**config.mk**
```make
export PLATFORM = sky130hd
export DESIGN_NAME = pin_entry_controller
export DESIGN_NICKNAME = d
export VERILOG_FILES = /design/src/rtl/keypad_pkg.sv /design/src/rtl/inactivity_timer.sv /design/src/rtl/pin_entry_controller.sv
export SDC_FILE = /design/constraint.sdc
export NUM_CORES = 1
export LEC_CHECK = 0
export ABC_CLOCK_PERIOD_IN_PS = 7920
export CAP_MARGIN = 0
export CORE_ASPECT_RATIO = 1.75
export CORE_MARGIN = 2
export CORE_UTILIZATION = 50
export DETAILED_ROUTE_END_ITERATION = 12
export GPL_TIMING_DRIVEN = 0
export PLACE_DENSITY = 0.76
export RECOVER_POWER = 100
export SYNTH_ARGS = -nofsm -noshare
export SYNTH_HDL_FRONTEND = slang
export SYNTH_SLANG_ARGS = --single-unit
```
**constraint.sdc**
```tcl
create_clock -name clk -period 7.92 [get_ports clk]
set_clock_uncertainty 0.1 [all_clocks]
set_input_delay 1.98 -clock clk [delete_from_list [all_inputs] [get_ports clk]]
set_output_delay 1.98 -clock clk [all_outputs]
set_load 0.01 [all_outputs]
```
**src/rtl/keypad_pkg.sv**
```systemverilog
`default_nettype none
// ============================================================================
// Package     : keypad_pkg
// Description : Shared keypad key codes, key classification helper and the
//               PIN-entry FSM state encoding.
// Revision    : 1.0 - initial release
// ============================================================================
package keypad_pkg;

  // Edit/command key codes delivered by the keypad scanner
  localparam logic [3:0] KEY_CLEAR     = 4'hC;
  localparam logic [3:0] KEY_BACKSPACE = 4'hE;
  localparam logic [3:0] KEY_ENTER     = 4'hF;

  typedef enum logic [1:0] {
    PE_IDLE    = 2'd0,
    PE_COLLECT = 2'd1,
    PE_PRESENT = 2'd2
  } pin_state_t;

  // Key codes 0x0..0x9 are numeric digits
  function automatic logic is_digit(input logic [3:0] key);
    return (key <= 4'd9);
  endfunction

endpackage
`default_nettype wire

```
**src/rtl/inactivity_timer.sv**
```systemverilog
`default_nettype none
// ============================================================================
// Module      : inactivity_timer
// Description : Counts consecutive idle cycles while running; flags expiry on
//               the cycle that would complete CYCLES idle cycles. A clear in
//               that same cycle suppresses the expiry.
// Revision    : 1.0 - initial release
// ============================================================================
module inactivity_timer #(
  parameter int CYCLES = 5000
) (
  input  logic clk,
  input  logic reset,
  input  logic clear,
  input  logic run,
  output logic expire
);

  localparam int               CNT_W  = $clog2(CYCLES + 1);
  localparam logic [CNT_W-1:0] c_last = CNT_W'(CYCLES - 1);

  logic [CNT_W-1:0] r_count;

  // Idle-cycle counter: zeroed by clear or when not running, saturates at the last count
  always_ff @(posedge clk or posedge reset) begin
    if (reset) begin
      r_count <= '0;
    end else if (clear || !run) begin
      r_count <= '0;
    end else if (r_count != c_last) begin
      r_count <= r_count + CNT_W'(1);
    end
  end

  // Expiry is combinational so the owning FSM can act on the very edge that completes the count
  assign expire = run && !clear && (r_count == c_last);

endmodule
`default_nettype wire

```
**src/rtl/pin_entry_controller.sv**
```systemverilog
`default_nettype none
// ============================================================================
// Module      : pin_entry_controller
// Description : Assembles keypad digit events into a PIN with backspace/clear
//               editing and inactivity timeout, then offers the finished PIN
//               to the lock FSM over a valid/ready handshake.
// Revision    : 1.0 - initial release
// ============================================================================
module pin_entry_controller
  import keypad_pkg::*;
#(
  parameter int MAX_DIGITS     = 8,
  parameter int MIN_DIGITS     = 4,
  parameter int TIMEOUT_CYCLES = 5000
) (
  input  logic                              clk,
  input  logic                              reset,
  input  logic                              enable,
  input  logic [3:0]                        key_value,
  input  logic                              key_valid,
  output logic [4*MAX_DIGITS-1:0]           pin_digits,
  output logic [$clog2(MAX_DIGITS+1)-1:0]   pin_len,
  output logic                              pin_valid,
  input  logic                              pin_ready,
  output logic                              entry_active,
  output logic                              key_ack,
  output logic                              entry_error,
  output logic                              entry_timeout
);

  localparam int               BUF_W = 4 * MAX_DIGITS;
  localparam int               LEN_W = $clog2(MAX_DIGITS + 1);
  localparam logic [LEN_W-1:0] c_max = LEN_W'(MAX_DIGITS);
  localparam logic [LEN_W-1:0] c_min = LEN_W'(MIN_DIGITS);
  localparam logic [LEN_W-1:0] c_one = LEN_W'(1);

  pin_state_t       r_state;
  logic [BUF_W-1:0] r_digits;
  logic [LEN_W-1:0] r_len;
  logic             r_valid;
  logic             r_active;
  logic             r_ack;
  logic             r_err;
  logic             r_to;

  logic             w_timer_clear;
  logic             w_timer_run;
  logic             w_expire;

  // Timer only advances while collecting with entry enabled; any key restarts the idle window
  assign w_timer_run   = (r_state == PE_COLLECT) && enable;
  assign w_timer_clear = key_valid || !w_timer_run;

  inactivity_timer #(
    .CYCLES (TIMEOUT_CYCLES)
  ) u_timer (
    .clk    (clk),
    .reset  (reset),
    .clear  (w_timer_clear),
    .run    (w_timer_run),
    .expire (w_expire)
  );

  // Entry FSM with nibble shift buffer; every output is registered here
  always_ff @(posedge clk or posedge reset) begin
    if (reset) begin
      r_state  <= PE_IDLE;
      r_digits <= '1;
      r_len    <= '0;
      r_valid  <= 1'b0;
      r_active <= 1'b0;
      r_ack    <= 1'b0;
      r_err    <= 1'b0;
      r_to     <= 1'b0;
    end else begin
      r_ack <= 1'b0;
      r_err <= 1'b0;
      r_to  <= 1'b0;
      case (r_state)
        PE_IDLE: begin
          if (enable && key_valid && is_digit(key_value)) begin
            r_digits <= {{(MAX_DIGITS-1){4'hF}}, key_value};
            r_len    <= c_one;
            r_ack    <= 1'b1;
            r_active <= 1'b1;
            r_state  <= PE_COLLECT;
          end
        end

        PE_COLLECT: begin
          if (!enable) begin
            r_digits <= '1;
            r_len    <= '0;
            r_active <= 1'b0;
            r_state  <= PE_IDLE;
          end else if (key_valid) begin
            if (is_digit(key_value)) begin
              if (r_len < c_max) begin
                r_digits <= {r_digits[BUF_W-5:0], key_value};
                r_len    <= r_len + c_one;
                r_ack    <= 1'b1;
              end else begin
                r_err <= 1'b1;
              end
            end else if (key_value == KEY_BACKSPACE) begin
              r_ack <= 1'b1;
              if (r_len <= c_one) begin
                // Removing the last digit ends the entry
                r_digits <= '1;
                r_len    <= '0;
                r_active <= 1'b0;
                r_state  <= PE_IDLE;
              end else begin
                r_digits <= {4'hF, r_digits[BUF_W-1:4]};
                r_len    <= r_len - c_one;
              end
            end else if (key_value == KEY_CLEAR) begin
              r_digits <= '1;
              r_len    <= '0;
              r_ack    <= 1'b1;
              r_active <= 1'b0;
              r_state  <= PE_IDLE;
            end else if (key_value == KEY_ENTER) begin
              r_active <= 1'b0;
              if (r_len >= c_min) begin
                r_valid <= 1'b1;
                r_state <= PE_PRESENT;
              end else begin
                r_digits <= '1;
                r_len    <= '0;
                r_err    <= 1'b1;
                r_state  <= PE_IDLE;
              end
            end
            // 0xA/0xB/0xD only restart the inactivity window
          end else if (w_expire) begin
            r_digits <= '1;
            r_len    <= '0;
            r_to     <= 1'b1;
            r_active <= 1'b0;
            r_state  <= PE_IDLE;
          end
        end

        PE_PRESENT: begin
          // PIN is frozen here; keys and enable are ignored until the consumer takes it
          if (pin_ready) begin
            r_valid  <= 1'b0;
            r_digits <= '1;
            r_len    <= '0;
            r_state  <= PE_IDLE;
          end
        end

        default: begin
          r_digits <= '1;
          r_len    <= '0;
          r_valid  <= 1'b0;
          r_active <= 1'b0;
          r_state  <= PE_IDLE;
        end
      endcase
    end
  end

  assign pin_digits    = r_digits;
  assign pin_len       = r_len;
  assign pin_valid     = r_valid;
  assign entry_active  = r_active;
  assign key_ack       = r_ack;
  assign entry_error   = r_err;
  assign entry_timeout = r_to;

endmodule
`default_nettype wire

```
==> impl_metrics.py <==
metrics = {
    "outcome": {
        "status": "complete, but fails checks",
        "violations": "max-capacitance violations, max-slew violations",
    },
    "logic_synthesis": {
        "synthCells": 284,
        "yosysUniqueCellTypes": 44,
        "yosysTopAreaCellShare_pct": 28.6,
        "ys_warn_count": 0,
        "syn-num-nets": 297,
        "yosys_register_bits": 56,
        "yosys-top-cells-area": "dfstp_2, dfrtp_1, mux2_2",
        "yosysSeqAreaShare_pct": 49.0,
        "avgSynthCellArea_um2": 10.4,
        "synth_area_um2": 2940,
        "yosysTopAreaCell": "dfstp_2",
    },
    "finish": {
        "final_cell_mix": "dlygate4sd3_1, nand2_1, dfstp_2",
        "finalInstanceArea_um2": 3600,
        "final_common_cell": "dlygate4sd3_1",
        "fillers": 504,
        "fin_nets": 352,
        "insertedDiodeCount": 0,
        "drive_above_1_share_pct": 20.6,
        "area_growth_syn_to_layout_pct": 22.4,
        "fin_util_pct": 62.2,
    },
    "run": {
        "drv_cap": 1,
    },
    "clock_tree": {
        "root_buffer": "clkbuf_8",
        "cts.path.max_buffers": 2,
        "htree_num_levels": 2,
        "cts_tree": "done",
        "hold_buffers": 0,
        "cts_setup_buffers": 0,
        "cts-buffers-inserted": 5,
        "clkSlewWorstSetupHoldPaths_ns": 0.10,
        "insertion_delay_ns": 0.31,
        "cts_num_sinks": 56,
        "cts_resized": 0,
    },
    "sta": {
        "grt_setup_unrepaired": "no",
        "finalSetupViolCount": 0,
        "worstMarginPinSlew_ns": 1.58,
        "period_share_pct": 67.4,
        "hold_viol": 0,
        "finalMaxSlewViolations": 31,
        "fmax_mhz": 187,
        "setup_ws_ns": 2.58,
        "maxSlewHeadroom_pct": -5.51,
        "post-route-min-period_ns": 5.34,
        "finalSetupTns_ns": 0,
    },
    "floorplanning": {
        "num_rows": 37,
        "die_y_um": 106,
        "io_pins": 50,
        "core_um2": 5790,
        "initial_utilization_pct": 50.9,
        "die_x_um": 62.0,
        "dieArea_um2": 6540,
    },
    "drt": {
        "first_pass_iters": 4,
        "routed_wl_um": 7130,
        "routed_via_density": 5.71,
        "initialDrtViolationCount": 131,
        "postRouteAntennaNets": 0,
        "drcViolationCount": 0,
        "dr_total_vias": 2388,
        "detail_route.wl_per_cell_um": 17.1,
    },
    "power_and_ir_drop": {
        "power_leakage_uw": 0.00124,
        "ir_drop_mv": 0.142,
        "p_per_area_nw_per_um2": 172,
    },
    "global_route": {
        "grt_pass1_wl_um": 11900,
        "overflow": 0,
        "grt_pass1_vias": 2478,
        "grt_max_degree": 31,
        "antenna_found_initial": 0,
        "grt_usage_pct": 23.9,
    },
    "worst_hold_path": {
        "hp-class": "flip-flop to flip-flop",
    },
    "setup_path": {
        "startpoint_type": "primary input",
        "crit_path_end_kind": "flip-flop",
        "cp_max_fo": 10,
        "arrival_ns": 5.44,
        "cp.required_ns": 8.02,
        "path_class": "primary input to flip-flop",
    },
    "placed_design": {
        "globalplace.congestion": 0.892,
        "dp_hpwl_um": 5270,
        "place_area_um2": 3530,
        "io_buffer_count": 47,
        "dp_slack_ns": 3.12,
    },
}
[registers in the layout, summed over array words and instances (netlist names)]
signal,flops
pin_valid,1
entry_error,1
r_state,2
pin_digits,32
pin_len,4
entry_active,1
u_timer.r_count,13
key_ack,1
entry_timeout,1
[final cells by class]
type                       instances  area [um2]  area share (%)
multi-input combinational        204        1380            38.2
inverter                           7        26.3           0.729
sequential                        56        1440            40.0
timing repair buffer              48         474            13.2
tap                               78        97.6            2.71
clock buffer                       8         121            3.37
buffer                            17        63.8            1.77
[worst max-delay path, stage by stage]
cell and delay, ns:
dlygate4sd3_1 0.64, o21ai_0 0.58, a22oi_1 0.24, a211oi_1 1.09, clkbuf_1 0.51, mux2_2 0.39
[worst paths after layout]
check | start | end | slack, ns | depth (start not counted)
setup / recovery | key_value[1] | pin_len[2] | 2.58 | 6
hold reg to reg | pin_valid | pin_valid | 0.41 | 2
hold / removal | pin_valid | pin_valid | 0.41 | 2
min in group asynchronous | reset | pin_len[0] | 2.22 | 2
max in group asynchronous | reset | u_timer.r_count[11] | 3.51 | 3
setup reg to reg | u_timer.r_count[5] | pin_len[2] | 4.18 | 6
[layer usage]
layer | track usage [%] | up-vias | part of all wire [%] | wire (um)
met1 | 29.3 | 1179 | 40 | 2850
met3 | 3.44 | 13 | 2.8 | 203
met5 | 0 | - | 0 | 0
met4 | 9.73 | 0 | 2.0 | 144
met2 | 40.1 | 54 | 55 | 3930
li1 | - | 1142 | - | -
[synthesized netlist by cell type (all sizes together)]
cell	instances
nand2	33
dfstp	32
mux2	30
o22ai	28
dfrtp	24
nor2	24
clkbuf	13
a21oi	9
o21ai	9
nand3	8
inv	7
nor3	5
xnor2	5
buf	4
ha	4
nor2b	4
o22a	4
or3	4
xor2	4
a22o	3
and3	3
mux2i	3
a211oi	2
a22oi	2
nand4	2
nor4	2
o2111ai	2
o211ai	2
o31ai	2
or4b	2
a211o	1
a21o	1
nand2b	1
nand3b	1
o21a	1
o221ai	1
o32a	1
or2	1
[kinds of logic after synthesis]
| group | Yosys count | share of synthesized area [%] |
|---|---|---|
| AOI/OAI and AO/OA | 68 | 15.6 |
| xor gates and xnor gates | 9 | 2.68 |
| adders and majority gates | 4 | 1.70 |
| buffers and inverters | 24 | 3.82 |
| DFF | 56 | 49.0 |
| muxes | 33 | 12.5 |
| and+or+nand+nor | 90 | 14.7 |
[stage by stage]
step,cells,hold slack (ns),power [uW]
finish,418,0.408,618
detailed placement,410,0.388,442
global placement,409,0.378,438
global route,418,0.456,644
floorplan,284,0.401,393
CTS,418,0.416,634
[where the power goes]
group	switching [uW]	total (uW)	internal (uW)	leakage, uW
Combinational	58.6	107	48.5	0.000519
Sequential	13.1	318	305	0.000663
Clock	93.6	193	99.1	0.0000627
Note: power is estimated with default switching activity, not from simulation.
